<file path="src/rtl/interrupt_sequencer.sv">
// Interrupt entry / RTI return sequencer: stalls fetch, drains the pipe, then pushes or pops PC and flags.
// Optional macro IRQ_LATCH_EN adds a pending latch so short irq pulses are not lost.
module interrupt_sequencer #(
    parameter int DRAIN_CYCLES = 3,
    parameter int CNT_W        = 4
) (
    input  logic       clk,
    input  logic       reset,
    input  logic       irq_in,
    input  logic       rti_in,
    output logic       busy,
    output logic       stall_pc,
    output logic       mem_push,
    output logic       mem_pop,
    output logic [1:0] mem_write_src_sel,
    output logic       pc_choose_interrupt,
    output logic       pc_choose_memory,
    output logic       flag_restore_en,
    output logic       irq_ack
);

    typedef enum logic [3:0] {
        IDLE,
        I_DRAIN,
        I_PUSH_HI,
        I_PUSH_LO,
        I_PUSH_FL,
        I_VECTOR,
        R_DRAIN,
        R_POP_FL,
        R_POP_LO,
        R_POP_HI,
        R_RESUME
    } state_t;

    localparam logic [CNT_W-1:0] CNT_LOAD = CNT_W'(DRAIN_CYCLES - 1);

    state_t           state, state_nxt;
    logic [CNT_W-1:0] cnt, cnt_nxt;
    logic             irq_req;

`ifdef IRQ_LATCH_EN
    logic pending;

    // Clear has priority: the source may still hold irq_in during the ack cycle.
    always_ff @(posedge clk or negedge reset) begin
        if (!reset)
            pending <= 1'b0;
        else if (irq_ack)
            pending <= 1'b0;
        else if (irq_in)
            pending <= 1'b1;
    end

    assign irq_req = pending | irq_in;
`else
    assign irq_req = irq_in;
`endif

    always_ff @(posedge clk or negedge reset) begin
        if (!reset) begin
            state <= IDLE;
            cnt   <= '0;
        end else begin
            state <= state_nxt;
            cnt   <= cnt_nxt;
        end
    end

    always_comb begin
        state_nxt           = state;
        cnt_nxt             = cnt;
        busy                = 1'b1;
        stall_pc            = 1'b0;
        mem_push            = 1'b0;
        mem_pop             = 1'b0;
        mem_write_src_sel   = 2'b00;
        pc_choose_interrupt = 1'b0;
        pc_choose_memory    = 1'b0;
        flag_restore_en     = 1'b0;
        irq_ack             = 1'b0;

        case (state)
            IDLE: begin
                busy = 1'b0;
                // RTI wins a tie; a level irq is still there when we come back.
                if (rti_in) begin
                    state_nxt = R_DRAIN;
                    cnt_nxt   = CNT_LOAD;
                end else if (irq_req) begin
                    state_nxt = I_DRAIN;
                    cnt_nxt   = CNT_LOAD;
                end
            end
            I_DRAIN, R_DRAIN: begin
                stall_pc = 1'b1;
                if (cnt == '0)
                    state_nxt = (state == I_DRAIN) ? I_PUSH_HI : R_POP_FL;
                else
                    cnt_nxt = cnt - 1'b1;
            end
            I_PUSH_HI: begin
                stall_pc          = 1'b1;
                mem_push          = 1'b1;
                mem_write_src_sel = 2'b00;
                state_nxt         = I_PUSH_LO;
            end
            I_PUSH_LO: begin
                stall_pc          = 1'b1;
                mem_push          = 1'b1;
                mem_write_src_sel = 2'b01;
                state_nxt         = I_PUSH_FL;
            end
            I_PUSH_FL: begin
                stall_pc          = 1'b1;
                mem_push          = 1'b1;
                mem_write_src_sel = 2'b10;
                state_nxt         = I_VECTOR;
            end
            I_VECTOR: begin
                pc_choose_interrupt = 1'b1;
                irq_ack             = 1'b1;
                state_nxt           = IDLE;
            end
            R_POP_FL: begin
                stall_pc        = 1'b1;
                mem_pop         = 1'b1;
                flag_restore_en = 1'b1;
                state_nxt       = R_POP_LO;
            end
            R_POP_LO: begin
                stall_pc  = 1'b1;
                mem_pop   = 1'b1;
                state_nxt = R_POP_HI;
            end
            R_POP_HI: begin
                stall_pc  = 1'b1;
                mem_pop   = 1'b1;
                state_nxt = R_RESUME;
            end
            R_RESUME: begin
                pc_choose_memory = 1'b1;
                state_nxt        = IDLE;
            end
            default: begin
                busy      = 1'b0;
                state_nxt = IDLE;
                cnt_nxt   = '0;
            end
        endcase
    end

endmodule

</file>
<file path="config.mk">
export PLATFORM = sky130hd
export DESIGN_NAME = interrupt_sequencer
export DESIGN_NICKNAME = d
export VERILOG_FILES = /design/src/rtl/interrupt_sequencer.sv
export SDC_FILE = /design/constraint.sdc
export NUM_CORES = 1
export LEC_CHECK = 0
export BUFFER_PORTS_ARGS = -buffer_cell sky130_fd_sc_hd__buf_2
export CAP_MARGIN = 20
export CORE_MARGIN = 3
export CORE_UTILIZATION = 45
export DETAILED_ROUTE_END_ITERATION = 7
export GPL_TIMING_DRIVEN = 0
export PLACE_DENSITY = 0.7
export SLEW_MARGIN = 30
export SYNTH_ARGS = -nofsm -noshare
export SYNTH_HDL_FRONTEND = slang
export SYNTH_SLANG_ARGS = --single-unit
</file>
<file path="constraint.sdc">
create_clock -name clk -period 1.9 [get_ports clk]
set_clock_uncertainty 0.05 [all_clocks]
set_input_delay 0.285 -clock clk [delete_from_list [all_inputs] [get_ports clk]]
set_output_delay 0.285 -clock clk [all_outputs]
set_load 0.05 [all_outputs]
</file>
==> out/results.ini <==
[timing]
finalWorstSetupSlack_ns = -0.0301
grt_setup_unrepaired = true
setup-violations-final = 1
worst_slew_pin_slew_ns = 0.516
min_period_ns = 1.93
drv_slew = 0
hold_viol = 0
maxSlewHeadroom_pct = 65.5
fmax_mhz = 518
final.setup.tns_ns = -0.0301
fin_crit_sh_pct = 102

[clock_tree]
cts_tree = yes
cts_sinks = 8
clk_latency_ns = 0.26
cts_buffer_depth = 2
clk_pin_slew_ns = 0.07
cts_buffers = 3
cts_root_buffer = clkbuf_4
htree_levels = 1

[die]
ios = 14
die_w_um = 45.4
std_cell_rows = 13
fp.coreArea_um2 = 1380
start_util_pct = 50.4
die_y_um = 45.4
die_area_um2 = 2060

[worst_setup_path]
crit_arrival_ns = 2.02
crit_family = compound AO/OA/AOI/OAI gates
cp.depth = 6
r2r_slack_ns = -0.03
path_cells = inv_2 > ha_4 > nor3b_4 > a2111o_1 > a21o_1 > mux2_4
cp-start-kind = register
crit_path_end_kind = register
worstPathRequired_ns = 1.99
cpMaxStageDelayCell = a2111o_1
r2r-start = cnt[1]
cpPeakStageDelay_ns = 0.46
critPathKind = register to register
regToRegEndpoint = cnt[1]
reg2reg_depth = 6
crit_fanout = 5
path_buf_inv = 1

[placed_design]
dpl.hpwl_um = 1300
portBuffers = 13
gp_congestion = 0.795
placed_area_um2 = 813

[layout]
final_util_pct = 71.4
nets = 119
drive_gt1_share_pct = 45.5
final_common_cell = buf_4
final_cell_mix = buf_4 (12), buf_2 (8), a21oi_1 (7)
stdcell_area_um2 = 987
n_antenna_cell = 0
syn_to_final_growth_pct = 41.7

[global_routing]
grt_pass1_wl_um = 2930
overflow = 0
track_usage_pct = 19.8
grt_pass1_vias = 645
grt_max_degree = 11
grt_antenna_before_repair = 0

[min_path]
hold_class = primary input to async pin

[detailed_routing]
drt-initial-drc-count = 29
drtPass1Iterations = 6
avgViaCountPerCell = 6.52
routedWlPerCell_um = 16.4
wl_um = 2090
drtAntennaViolNets = 0
num_vias = 828
drcViolationCount = 0

[yosys]
yosys-top-cells-area = dfrtp_1 (29%), a21oi_1 (5.7%), nor2_1 (4.3%), nor3_1 (3.6%), o21ai_1 (3.6%)
synth_cell_types = 38
yosys_warnings = 0
synth_top_area_cell = dfrtp_1
syn_inst = 89
synth-edff-count = 0
synth_top_area_share_pct = 28.7
postSynthAreaPerCell_um2 = 7.83
seq_area_frac_synth_pct = 28.7
async_reset_ff_share_pct = 100
synthFlopType = dfrtp_1
syn_nets = 94
synth-seq-cells = 8
synthesis.area_um2 = 697

[run]
cap_violations = 0

[status]
violations = negative setup slack
status = finished with violations

[per-stage QoR]
| step | setup slack (ns) | cells | hold slack [ns] |
|---|---|---|---|
| 2_1_floorplan | -0.153 | 89 | -0.0606 |
| 3_3_place_gp | -0.217 | 117 | 0.0915 |
| 3_5_place_dp | -0.190 | 117 | 0.0933 |
| 4_1_cts | -0.00825 | 123 | 0.353 |
| 5_1_grt | -0.0643 | 127 | 0.350 |
| 6_report | -0.0301 | 127 | 0.337 |
[cell usage after synthesis (all sizes together), types with 2 or more instances]
| cell | instances |
|---|---|
| a211oi | 2 |
| nand3 | 4 |
| a21oi | 8 |
| nand2 | 4 |
| a2bb2oi | 2 |
| nand2b | 2 |
| nor3 | 5 |
| nor3b | 3 |
| clkbuf | 4 |
| nand3b | 2 |
| buf | 4 |
| a2111oi | 2 |
| o21ai | 8 |
| o31a | 2 |
| a21o | 2 |
| nor2 | 8 |
| dfrtp | 8 |
| inv | 6 |
[cells by family (layout without fill, tap and decap cells)]
| kind of cell | count (synthesis) | count (layout) | synth area share, % |
|---|---|---|---|
| buf+inv | 14 | 37 | 9.51 |
| compound gates | 33 | 33 | 32.3 |
| flops | 8 | 8 | 28.7 |
| mux | 2 | 2 | 3.59 |
| fa+ha+maj | 1 | 1 | 1.80 |
| simple gates | 31 | 31 | 24.1 |
[worst max path at each step]
stage | to | start | slack (ns)
floorplan | pc_choose_interrupt | state[2] | -0.15
CTS | mem_pop | state[1] | -0.008
global placement | cnt[1] | cnt[0] | -0.22
global route | cnt[1] | cnt[1] | -0.06
detailed placement | cnt[1] | cnt[0] | -0.19
finish | cnt[1] | cnt[1] | -0.03
[registers in the layout (all words and copies together), names as in the netlist]
register	flops
cnt	4
state	4
[what timing repair did]
action	CTS	global route
resized for setup	21	16
hold buffers	1	0
hold endpoints to repair	8	0
setup buffers	2	4
setup endpoints to repair	12	11
pin swaps	1	4
[per-layer routing]
metal,GRT usage [%],wire length [um]
met1,27.7,881
met4,8.19,70
met3,3.98,137
met5,0,0
met2,29.4,998
[cell type report]
type	instances	area [um^2]
well taps	15	18.8
plain buffers	8	61.3
fillers	109	395
repair buffers	20	150
inverters	6	22.5
clock buffers	3	22.5
flip-flops and latches	8	204
multi-input cells	67	508
Power is not shown: default switching activity piles up to over one toggle a cycle in this logic, so the estimate is an artifact.
